<file path="src/rtl/led_blink_multi.sv">
// led_blink_multi: multi-channel LED blinker with shared prescaler.
// Each channel runs OFF, TOGGLE, PWM or BREATHE from one clock.
module led_blink_multi #(
  parameter int CHANNELS   = 4,
  parameter int PRESCALE   = 27000,
  parameter int CNT_W      = 16,
  parameter int PWM_W      = 8,
  parameter int DEF_PERIOD = 500,
  localparam int CH_W = (CHANNELS > 1) ? $clog2(CHANNELS) : 1
) (
  input  logic                clk,
  input  logic                reset,
  input  logic                cfg_we,
  input  logic [CH_W-1:0]     cfg_ch,
  input  logic [1:0]          cfg_mode,
  input  logic [CNT_W-1:0]    cfg_period,
  input  logic [PWM_W-1:0]    cfg_duty,
  output logic                tick,
  output logic [CHANNELS-1:0] led
);

  typedef enum logic [1:0] {
    M_OFF = 2'b00,
    M_TOG = 2'b01,
    M_PWM = 2'b10,
    M_BRE = 2'b11
  } mode_e;

  localparam int PS_W = $clog2(PRESCALE);
  localparam logic [PS_W-1:0] PS_MAX = PS_W'(PRESCALE - 1);
  localparam logic [PWM_W-1:0] LVL_MAX = '1;
  localparam logic [PWM_W-1:0] DUTY_RST = PWM_W'(1) << (PWM_W - 1);
  localparam logic [CNT_W-1:0] PER_RST = CNT_W'(DEF_PERIOD);

  logic [PS_W-1:0]  p_q, p_d;
  logic             tick_q, tick_d;
  logic [PWM_W-1:0] pc_q, pc_d;

  // Prescaler wrap and free-running PWM frame counter next state.
  always_comb begin
    p_d    = p_q + PS_W'(1);
    tick_d = 1'b0;
    if (p_q == PS_MAX) begin
      p_d    = '0;
      tick_d = 1'b1;
    end
    pc_d = pc_q + PWM_W'(1);
  end

  // Shared timing registers.
  always_ff @(posedge clk) begin
    if (reset) begin
      p_q    <= '0;
      tick_q <= 1'b0;
      pc_q   <= '0;
    end else begin
      p_q    <= p_d;
      tick_q <= tick_d;
      pc_q   <= pc_d;
    end
  end

  assign tick = tick_q;

  for (genvar i = 0; i < CHANNELS; i++) begin : g_ch
    mode_e            mode_q, mode_d;
    logic [CNT_W-1:0] period_q, period_d;
    logic [PWM_W-1:0] duty_q, duty_d;
    logic [CNT_W-1:0] cnt_q, cnt_d;
    logic [PWM_W-1:0] level_q, level_d;
    logic             dir_q, dir_d;
    logic             led_q, led_d;
    logic             wr;
    logic             expire;
    logic [CNT_W-1:0] last;
    logic [CNT_W-1:0] cnt_step;

    // Out-of-range channel codes match no instance and are dropped.
    assign wr = cfg_we && (cfg_ch == CH_W'(i));
    assign last = (period_q == '0) ? '0 : period_q - CNT_W'(1);
    assign expire = tick_q && (cnt_q == last);
    assign cnt_step = expire ? '0 : cnt_q + CNT_W'(1);

    // Channel next state; a write takes priority over a tick.
    always_comb begin
      mode_d   = mode_q;
      period_d = period_q;
      duty_d   = duty_q;
      cnt_d    = cnt_q;
      level_d  = level_q;
      dir_d    = dir_q;
      led_d    = led_q;
      if (wr) begin
        mode_d   = mode_e'(cfg_mode);
        period_d = cfg_period;
        duty_d   = cfg_duty;
        cnt_d    = '0;
        level_d  = '0;
        dir_d    = 1'b0;
        led_d    = 1'b0;
      end else begin
        unique case (mode_q)
          M_OFF: begin
            cnt_d = '0;
            led_d = 1'b0;
          end
          M_TOG: begin
            if (tick_q) cnt_d = cnt_step;
            if (expire) led_d = ~led_q;
          end
          M_PWM: begin
            cnt_d = '0;
            led_d = pc_q < duty_q;
          end
          M_BRE: begin
            if (tick_q) cnt_d = cnt_step;
            led_d = pc_q < level_q;
            if (expire) begin
              if (!dir_q) begin
                level_d = level_q + PWM_W'(1);
                if (level_q == LVL_MAX - PWM_W'(1)) dir_d = 1'b1;
              end else begin
                level_d = level_q - PWM_W'(1);
                if (level_q == PWM_W'(1)) dir_d = 1'b0;
              end
            end
          end
          default: led_d = 1'b0;
        endcase
      end
    end

    // Channel registers.
    always_ff @(posedge clk) begin
      if (reset) begin
        mode_q   <= M_TOG;
        period_q <= PER_RST;
        duty_q   <= DUTY_RST;
        cnt_q    <= '0;
        level_q  <= '0;
        dir_q    <= 1'b0;
        led_q    <= 1'b0;
      end else begin
        mode_q   <= mode_d;
        period_q <= period_d;
        duty_q   <= duty_d;
        cnt_q    <= cnt_d;
        level_q  <= level_d;
        dir_q    <= dir_d;
        led_q    <= led_d;
      end
    end

    assign led[i] = led_q;
  end

endmodule

</file>
<file path="config.mk">
export PLATFORM = sky130hd
export DESIGN_NAME = led_blink_multi
export DESIGN_NICKNAME = d
export VERILOG_FILES = /design/src/rtl/led_blink_multi.sv
export SDC_FILE = /design/constraint.sdc
export NUM_CORES = 1
export LEC_CHECK = 0
export ABC_AREA = 1
export CORE_MARGIN = 4
export CORE_UTILIZATION = 35
export CTS_CLUSTER_SIZE = 30
export DETAILED_ROUTE_END_ITERATION = 6
export DONT_BUFFER_PORTS = 1
export PLACE_DENSITY_LB_ADDON = 0.1
export SKIP_CTS_REPAIR_TIMING = 1
export SLEW_MARGIN = 20
export SYNTH_ARGS = -nofsm -noshare
export SYNTH_HDL_FRONTEND = slang
export SYNTH_SLANG_ARGS = --single-unit
export TNS_END_PERCENT = 50
</file>
<file path="constraint.sdc">
create_clock -name clk -period 2.1 [get_ports clk]
set_input_delay 0.105 -clock clk [delete_from_list [all_inputs] [get_ports clk]]
set_output_delay 0.105 -clock clk [all_outputs]
set_load 0.02 [all_outputs]
</file>
==> results.ini <==
[global_route]
antenna_found_initial=4
grt_pass1_vias=16240
gr-usage-all-layers_pct=20.47
grt_pass1_wl_um=85110
grt_max_degree=64
grt_overflow=0

[logic_synthesis]
synth_top_area_share_pct=28.32
ys_seq_elements=232
syn_avg_cell_area_um2=6.354
synth_area_leaders=dfxtp_1 28%, nand2_1 16%, inv_1 6.9%
ys_warn_count=0
syn_nets=2694
netlist_instances=2581
synthMuxAreaShare_pct=0
synth_top_area_cell=dfxtp_1
synth_top_family_by_area=simple AND/OR/NAND/NOR gates
ys_types=42
syn_area_um2=16400
synth_compound_gate_area_share_pct=13.21
synthSimpleGateAreaFrac_pct=38.22
ys_seq_area_share_pct=28.32
yosys.area_share.adder_pct=6.256
synthXorXnorAreaFrac_pct=3.792

[power]
power.density_nw_per_um2=510.7
intPower_mw=8.020
ir_drop_v=0.0005464
pwr-share-comb_pct=15.1
p_sw_share_pct=28.01
p_sw_mw=3.121
p_seq_share_pct=41.6
clkPwrFrac_pct=43.3
p_leak_nw=9.258

[setup_path]
r2r-start=g_ch[2].period_q[1]$_SDFFE_PP0P_
worst-setup-path-type=reg -> reg
rr_worst_depth=18
cp_top_family=simple AND/OR/NAND/NOR gates
critPathSlowestCell=dfxtp_2
cp_common_cell=nand2_1
worstPathMaxFanout=8
r2r_end=g_ch[2].cnt_q[4]$_SDFFE_PP0P_
end_kind=register
arrival_ns=2.78
crit_path_start_kind=register
regToRegSetupSlack_ns=-0.25
cp-startpoint=g_ch[2].period_q[1]$_SDFFE_PP0P_
crit_path_max_incr_delay_ns=0.33
path_cells=inv_2 > ha_4 > nand3_4 > nor2_4 > buf_12 > nand2_8 > buf_8 > nand2_1 > nand2_1 > nand2_1 > nor2_2 > nand3_1 > nor2_1 > buf_4 > nand3_4 > clkbuf_16 > nand4_1 > a21oi_1
timing.critical_path.buf_inv=5
crit_required_ns=2.52

[timing]
max_freq_mhz=425.2
timing.slew.headroom_pct=31.39
hold_viol=1
layout_min_cycle_time_ns=2.352
setup_ws_ns=-0.2517
fin_worst_skew_ns=0.01159
slew_viol_final=0
timing.hold.ws_ns=-0.002755
worst_pin_slew_ns=1.023
fin_crit_sh_pct=112.0
grt_setup_unrepaired=true
setup_viol=104

[place]
place_ws_ns=-0.3374
dp_cells=3364
place.gp.congestion=0.9213
hpwl_um=40590
portBuffers=0
placed_cell_area_um2=18750

[floorplan]
dieArea_um2=50390
row_count=79
core_um2=46460
io_pins=36
start_util_pct=35.30
die_y_um=224.5
dieWidth_um=224.5

[run_status]
violations=negative hold slack, negative setup slack
outcome=finished with violations

[clock_tree]
cts-root-buf=clkbuf_16
tritoncts=done
cts_made_buffers=30
clk_pin_slew_ns=0.06
clock-sinks=232
clk_path_buf_depth=3
insertion_delay_ns=0.58
htree_levels=1

[cells_and_area]
layout.nets=2992
multiInputGateArea_um2=11360
final_cells=3506
final_cell_mix=601 x nand2_1, 291 x inv_1, 277 x buf_4, 211 x dfxtp_1, 177 x a21oi_1
area_delta_synth_final_pct=33.00
drive_gt1_share_pct=24.43
layout_commonest_cell=nand2_1
nFillCells=4872
design_area_um2=21810
regArea_um2=4676

[min_path]
hold-path-endpoint=g_ch[0].period_q[2]$_SDFFE_PP1P_
hold_path_class=in -> reg
hp-start=cfg_ch[1]
holdPathStages=5

[flow_run]
cap_violations=0

[detailed_routing]
drtAntennaViolNets=0
vias=17840
drc=0
viasPerCell=5.087
dr.pass1.iters=5
totalWireLength_um=56440
routedWlPerCell_um=16.10
initialDrtViolationCount=899

-- routing by layer --
| metal | vias to the layer above | wire, um | GRT usage [%] |
|---|---|---|---|
| li1 | 9126 | - | - |
| met1 | 8355 | 26520 | 27.03 |
| met2 | 259 | 26350 | 34.73 |
| met3 | 92 | 1885 | 3.145 |
| met4 | 4 | 1662 | 6.008 |
| met5 | - | 27 | 0 |
-- power by group through the flow --
stage / Clock [mW] / Combinational [mW] / Sequential [mW]
after floorplan: 0 / 0.859 / 4.69
after global placement: 0 / 1.35 / 4.71
after detailed placement: 0 / 1.37 / 4.71
after CTS: 5.01 / 1.37 / 4.62
after global routing: 5.14 / 1.88 / 4.65
final: 4.82 / 1.69 / 4.63
-- cells by family (layout without fill, tap and decap cells) --
kind of cell | after synthesis | in the layout
simple gates | 1385 | 1396
buf+inv | 408 | 714
compound gates | 403 | 403
flops | 232 | 232
fa+ha+maj | 82 | 82
xor+xnor | 71 | 71
other cells | 0 | 1
-- synth_stat cells --
cell,number
nand2_1,699
xnor2_1,5
dfxtp_1,232
a31oi_1,8
xor2_1,66
o21ai_0,134
o2111ai_1,4
clkinv_1,11
o32ai_1,1
nor2_4,19
o31ai_1,1
a21o_1,4
clkbuf_1,54
and2_1,5
o211ai_1,25
nor2_2,16
nand3_2,14
a21oi_2,2
nand4_2,3
inv_2,10
nor3_1,40
buf_1,4
buf_4,4
o21a_1,8
nor2_1,227
nor3_2,2
o21bai_1,1
buf_6,16
a21oi_1,207
nand4_1,124
ha_1,82
o21ai_1,4
or2_2,1
nand3b_1,7
buf_2,6
nor3b_1,7
nand2_4,5
nor4_1,15
inv_1,303
nand3_1,196
nand2_2,5
a2111oi_0,4
-- sequential cells by signal, summed over array words and instances (netlist names) --
signal	count
g_ch.cnt_q	64
g_ch.dir_q	4
g_ch.duty_q	32
g_ch.led_q	4
g_ch.level_q	32
g_ch.mode_q	8
g_ch.period_q	64
p_q	15
pc_q	8
tick	1
-- cell type report --
type | instances | area share (%)
sequential | 232 | 21.44
antenna | 1 | 0.01147
tap | 607 | 3.482
clock buffer | 44 | 3.964
clock inverter | 7 | 0.1606
inverter | 324 | 5.575
multi-input combinational | 1952 | 52.09
timing repair buffer | 339 | 13.28
-- how the worst max path moves through the flow --
stage                     cells after the start                              end  slack, ns
after global placement                       15       g_ch[0].led_q$_SDFFE_PP0P_      -0.32
after global routing                         15  g_ch[0].level_q[2]$_SDFFE_PP0P_      -0.43
after floorplan                              17  g_ch[1].level_q[5]$_SDFFE_PP0P_      0.004
final                                        18    g_ch[2].cnt_q[4]$_SDFFE_PP0P_      -0.25
after detailed placement                     15       g_ch[0].led_q$_SDFFE_PP0P_      -0.34
after CTS                                    15       g_ch[0].led_q$_SDFFE_PP0P_      -0.35
-- worst reg2reg max path: stages, from the launching register on --
cell	delay, ns
dfxtp_2	0.33
inv_2	0.05
ha_4	0.16
nand3_4	0.13
nor2_4	0.06
buf_12	0.14
nand2_8	0.09
buf_8	0.13
nand2_1	0.05
nand2_1	0.06
nand2_1	0.06
nor2_2	0.11
nand3_1	0.09
nor2_1	0.13
buf_4	0.15
nand3_4	0.12
clkbuf_16	0.20
nand4_1	0.07
a21oi_1	0.07
-- stage by stage --
stage	total power [mW]	setup TNS (ns)	utilization, %
after detailed placement	6.081	-23.94	40.37
final	11.14	-15.02	46.95
after floorplan	5.549	0	-
after CTS	11.00	-25.84	42.30
after global routing	11.67	-29.24	46.95
after global placement	6.060	-19.34	40.37
Power figures use the tool's default switching activity.
